--- config.mk ---
export PLATFORM = sky130hd
export DESIGN_NAME = dmi_resp_collector
export DESIGN_NICKNAME = d
export VERILOG_FILES = /design/src/rtl/dmi_resp_collector.sv
export SDC_FILE = /design/constraint.sdc
export NUM_CORES = 1
export LEC_CHECK = 0
export ABC_CLOCK_PERIOD_IN_PS = 2500
export BUFFER_PORTS_ARGS = -buffer_cell sky130_fd_sc_hd__clkbuf_2
export CAP_MARGIN = 30
export CORE_MARGIN = 4
export CORE_UTILIZATION = 53
export DETAILED_ROUTE_END_ITERATION = 10
export PLACE_DENSITY = 0.8
export REMOVE_ABC_BUFFERS = 1
export SKIP_CTS_REPAIR_TIMING = 1
export SLEW_MARGIN = 20
export SYNTH_ARGS = -nofsm -noshare
export SYNTH_HDL_FRONTEND = slang
export SYNTH_SLANG_ARGS = --single-unit
--- constraint.sdc ---
create_clock -name clk_i -period 2.5 [get_ports clk_i]
set_input_delay 0 -clock clk_i [delete_from_list [all_inputs] [get_ports clk_i]]
set_output_delay 0 -clock clk_i [all_outputs]
set_load 0.01 [all_outputs]
--- src/rtl/dmi_resp_collector.sv ---
// Purpose: tracks one outstanding DMI request, collects its response, keeps sticky DTM status and the Capture-DR word.
// Latency: request accept is combinational; state, status, timeout pulse and capture word update one cycle later.
// Backpressure: never stalls the debug module (response ready tied high); requests are refused while busy or in error.
//
// Ports:
//   clk_i, rst_i          clock and synchronous active-high reset
//   req_issue_i/op/addr   request dispatch pulse, DTM op and address; req_accept_o flags acceptance
//   dmi_resp_*            response handshake from the debug module (data, 2-bit code)
//   capture_dr_i          JTAG Capture-DR pulse; latches {addr, data, status} into dr_capture_o
//   dmireset_i            clears sticky status
//   dmihardreset_i        aborts the outstanding transaction
//   pending_o             high while waiting on a response
//   sticky_err_o          sticky status (0 none, 2 failed, 3 busy)
//   timeout_o             one-cycle pulse when a request is abandoned
module dmi_resp_collector #(
  parameter int TIMEOUT = 200,
  parameter int ABITS   = 7
) (
  input  logic             clk_i,
  input  logic             rst_i,
  input  logic             req_issue_i,
  input  logic [1:0]       req_op_i,
  input  logic [ABITS-1:0] req_addr_i,
  output logic             req_accept_o,
  input  logic             dmi_resp_valid_i,
  input  logic [31:0]      dmi_resp_data_i,
  input  logic [1:0]       dmi_resp_resp_i,
  output logic             dmi_resp_ready_o,
  input  logic             capture_dr_i,
  input  logic             dmireset_i,
  input  logic             dmihardreset_i,
  output logic [ABITS+33:0] dr_capture_o,
  output logic             pending_o,
  output logic [1:0]       sticky_err_o,
  output logic             timeout_o
);

  typedef enum logic {S_IDLE = 1'b0, S_WAIT = 1'b1} state_t;

  // Last counter value before the request is abandoned.
  localparam logic [7:0] CNT_LAST = 8'(TIMEOUT - 1);

  state_t             state_q, state_d;
  logic [ABITS-1:0]   addr_q, addr_d;
  logic [31:0]        data_q, data_d;
  logic [1:0]         sticky_q, sticky_d;
  logic [7:0]         cnt_q, cnt_d;
  logic               timeout_q, timeout_d;
  logic [ABITS+33:0]  cap_q, cap_d;

  logic in_wait;
  logic accept;
  logic resp_hit;
  logic expire;
  logic busy_evt;
  logic [1:0] err_new;

  // Event decode shared by FSM and datapath.
  always_comb begin
    in_wait  = (state_q == S_WAIT);
    accept   = req_issue_i && !in_wait && (sticky_q == 2'd0) &&
               (req_op_i != 2'd0) && !dmihardreset_i;
    resp_hit = in_wait && dmi_resp_valid_i;
    // A response in the final cycle wins over expiry.
    expire   = in_wait && !dmi_resp_valid_i && (cnt_q == CNT_LAST);
    // Busy: a new issue while outstanding, or the host scanning before the response arrived.
    busy_evt = in_wait && (req_issue_i || (capture_dr_i && !dmi_resp_valid_i));
  end

  // FSM: state register.
  always_ff @(posedge clk_i) begin
    if (rst_i) begin
      state_q <= S_IDLE;
    end else begin
      state_q <= state_d;
    end
  end

  // FSM: next state.
  always_comb begin
    state_d = state_q;
    case (state_q)
      S_IDLE: if (accept) state_d = S_WAIT;
      S_WAIT: if (resp_hit || expire) state_d = S_IDLE;
      default: state_d = S_IDLE;
    endcase
    if (dmihardreset_i) state_d = S_IDLE;
  end

  // FSM: outputs.
  always_comb begin
    pending_o        = (state_q == S_WAIT);
    req_accept_o     = accept;
    dmi_resp_ready_o = 1'b1;
  end

  // Datapath next values. The capture word is built from these post-update
  // values so a capture coinciding with a response reports the new data.
  always_comb begin
    addr_d    = addr_q;
    data_d    = data_q;
    sticky_d  = sticky_q;
    cnt_d     = cnt_q;
    timeout_d = 1'b0;
    err_new   = 2'd0;

    if (accept) begin
      addr_d = req_addr_i;
      cnt_d  = 8'd0;
    end

    if (resp_hit) begin
      data_d = dmi_resp_data_i;
      cnt_d  = 8'd0;
    end else if (expire) begin
      cnt_d     = 8'd0;
      timeout_d = 1'b1;
    end else if (in_wait) begin
      cnt_d = cnt_q + 8'd1;
    end

    // Only the first error since the last dmireset is kept.
    if (resp_hit && dmi_resp_resp_i != 2'd0) err_new = dmi_resp_resp_i;
    else if (busy_evt)                       err_new = 2'd3;
    else if (expire)                         err_new = 2'd2;
    if (sticky_q == 2'd0) sticky_d = err_new;

    if (dmireset_i) sticky_d = 2'd0;

    if (dmihardreset_i) begin
      sticky_d  = 2'd0;
      data_d    = 32'd0;
      cnt_d     = 8'd0;
      timeout_d = 1'b0;
    end

    cap_d = cap_q;
    if (capture_dr_i) cap_d = {addr_d, data_d, sticky_d};
  end

  always_ff @(posedge clk_i) begin
    if (rst_i) begin
      addr_q    <= '0;
      data_q    <= '0;
      sticky_q  <= '0;
      cnt_q     <= '0;
      timeout_q <= 1'b0;
      cap_q     <= '0;
    end else begin
      addr_q    <= addr_d;
      data_q    <= data_d;
      sticky_q  <= sticky_d;
      cnt_q     <= cnt_d;
      timeout_q <= timeout_d;
      cap_q     <= cap_d;
    end
  end

  assign sticky_err_o = sticky_q;
  assign timeout_o    = timeout_q;
  assign dr_capture_o = cap_q;

endmodule

==> metrics.md <==
| Metric | Value |
|---|---|
| Max Fclk | 0.4955 GHz |
| Area Overhead vs Synth | 20.10% |
| I/O pins | 97 |
| Ant. Diodes | 0 |
| Cell area after synthesis | 3871 um2 |
| R2R depth | 5 |
| H-tree Lvls | 3 |
| Max Slew Vio Count | 0 |
| Place WS | 0.5050 ns |
| Final core utilization | 66.96% |
| R2R Setup Slk | 0.49 ns |
| Yosys warning total | 0 |
| Slew Limit Headroom | 60.76% |
| DRT Wirelength | 8.599 mm |
| Reg2reg start | pending_o$_SDFF_PP0_ |
| Synth unique cells | 39 |
| Worst Clk Skew | 0.009088 ns |
| Critical path data required time | 2.50 ns |
| Remaining Overflow, GRT | 0 |
| Routed wire per std cell | 14.31 um |
| CP arrival | 2.02 ns |
| Fin. Hold Viols | 2 |
| Layout Nets | 551 |
| Buffers on Ports | 95 |
| Initial core utilization | 55.75% |
| Die H | 93.47 um |
| Detail Placement HPWL | 5.610 mm |
| Synth top area share | 47.58% |
| Clk slew on worst S/H paths | 0.08 ns |
| Cell count after synthesis | 415 |
| Worst Slack Setup Final | 0.4820 ns |
| Clock Sink Count | 92 |
| Hold Startpoint | dmireset_i |
| Via density | 5.278 |
| CORE AREA | 6944 um2 |
| Initial DRC count | 157 |
| Root buffer cell | clkbuf_8 |
| Overall Global Routing Usage | 19.82% |
| Largest net degree at the start of global routing | 44 |
| Vias in the first global route | 3029 |
| Area leader, netlist | dfxtp_1 |
| Maxcap violations | 0 |
| DRC | 0 |
| Total CTS buffers | 9 |
| Routed via count | 3172 |
| Antenna violations before repair | 0 |
| GPL Wtd Cong | 0.8542 |
| Placement Rows | 30 |
| ANT nets after route | 0 |
| Reg-to-reg endpoint | dr_capture_o[35]$_SDFFE_PP0P_ |
| Clock Path Buffers | 2 |
| Number of synthesized flops with an enable pin | 0 |
| Hold Path Class | input port to register |
| RSZ-0062 raised after global routing | false |
| WHS Path Cells | 4 |
| CTS tree | yes |
| Crit path max fanout | 8 |
| Ratio of cells with drive above 1 in the final layout | 31.49% |
| Avg Cell Area, Syn | 9.328 um2 |
| Slew @ Worst Pin | 0.5841 ns |
| Final setup viols | 0 |
| Crit end category | output pin |
| Top area cells in the synthesized netlist | dfxtp_1, mux2i_1, a21bo_2 |
| Top_reg_cell synth | dfxtp_1 |
| Critical Setup Path Class | register to output pin |
| Peak supply drop | 453.7 uV |
| Power Density | 584.2 nW/um2 |
| Worst-Skew Late Latency | 0.35 ns |
| DIE WIDTH | 93.47 um |
| Final Cycle Share | 80.72% |
| First-pass iteration count of the detailed router | 4 |
| Leak Pwr | 1.984 nW |
| Fillers | 602 |
| WHS | -0.005022 ns |
| Status | complete, but fails checks |
| Sequential area share after synthesis | 47.58% |
| Startpoint class of the critical path | register |
| Min cycle time layout | 2.018 ns |
| Global-route wire length before repair | 13.87 mm |
| Ys async rst share | 0% |
| Tot Pwr | 2.716 mW |
| Number of synthesized register bits | 92 |
| WHS Endpoint | sticky_err_o[1]$_SDFF_PP0_ |
| Area of the die | 8736 um2 |
| Failing checks | hold timing |
cells in the final DEF, fill, tap and decap left out, types with 3 or more instances in the layout:
master         instances
buf_4                  9
nor2b_1               34
clkbuf_8              10
a21bo_2               32
a311oi_1               3
clkbuf_2              95
dlygate4sd3_1          7
or3_1                  3
a211oi_1               7
inv_1                  4
mux2i_1               39
dfxtp_1               91
nand3_1               36
nor2_1                49
nand2_1                6
a21oi_1               39
nand4_1                3
power by group:
group / internal, mW / total (mW) / switching, mW
clock network: 0.494 / 1.00 / 0.506
logic: 0.0887 / 0.226 / 0.137
registers: 1.48 / 1.49 / 0.00780
routing by layer:
layer / vias up / track usage (%) / routed length (um)
met4: 0 / 7.570 / 129
met5: - / 0 / 0
met3: 11 / 4.666 / 382
li1: 1598 / - / -
met2: 77 / 33.47 / 4294
met1: 1486 / 24.41 / 3793
registers in the layout, summed over array words and instances, names as in the netlist:
name          flops
addr_q            7
cnt_q             8
data_q           32
dr_capture_o     41
pending_o         1
sticky_err_o      2
timeout_o         1
layout make-up:
type                            instances  area [um2]  share of cell area [%]
Clock buffer                           11       141.4                   3.041
Sequential cell                        92        1843                   39.64
Tap cell                               96       120.1                   2.583
Clock inverter                          5       60.06                   1.292
Timing Repair Buffer                  111       613.1                   13.19
Inverter                                5       26.28                  0.5651
Multi-Input combinational cell        281        1846                   39.69
Yosys cell counts, drive strengths merged (2+ instances only):
cell type  instances
nor2              49
nor3               2
inv                5
o21ai              2
dfxtp             92
nand2              6
a21bo             32
and3               2
o211ai             2
nand4              3
buf                9
a21oi             39
a311oi             3
mux2               2
or3                3
a211oi             7
nand3             36
nand2b             2
clkbuf            28
nor3b              2
mux2i             39
nor2b             34
a31oi              2
or2                2
cell families after synthesis:
| kind of cell | Yosys count | share of synthesized area (%) |
|---|---|---|
| multiplexers | 41 | 10.67 |
| buffers and inverters | 42 | 4.751 |
| other | 1 | 0.09687 |
| AO/OA/AOI/OAI | 92 | 17.42 |
| AND/OR/NAND/NOR | 146 | 19.17 |
| flip-flops | 92 | 47.58 |
| adder cells (fa/ha/maj) | 1 | 0.3232 |
worst max-delay path by stage:
stage / start / endpoint / slack [ns] / cells after the start
floorplan: pending_o$_SDFF_PP0_ / dr_capture_o[34]$_SDFFE_PP0P_ / -0.20 / 5
global placement: pending_o$_SDFF_PP0_ / dr_capture_o[34]$_SDFFE_PP0P_ / 0.58 / 5
detailed placement: pending_o$_SDFF_PP0_ / dr_capture_o[35]$_SDFFE_PP0P_ / 0.50 / 5
CTS: pending_o$_SDFF_PP0_ / req_accept_o / 0.47 / 4
global route: pending_o$_SDFF_PP0_ / dr_capture_o[35]$_SDFFE_PP0P_ / 0.40 / 5
finish: pending_o$_SDFF_PP0_ / req_accept_o / 0.48 / 4
worst max-delay path, cell delays in order (launching register included):
cell,delay [ns]
dfxtp_2,0.33
or4b_4,0.53
or3_1,0.50
inv_8,0.16
clkbuf_2,0.15
stage by stage:
step,instance area [um2],setup TNS (ns),cells
finish,4649,0,601
detailed placement,4378,0,578
global route,4649,0,601
global placement,4378,0,578
floorplan,3714,-2.964,378
CTS,4579,0,594
Note: power is estimated with default switching activity, not from simulation.
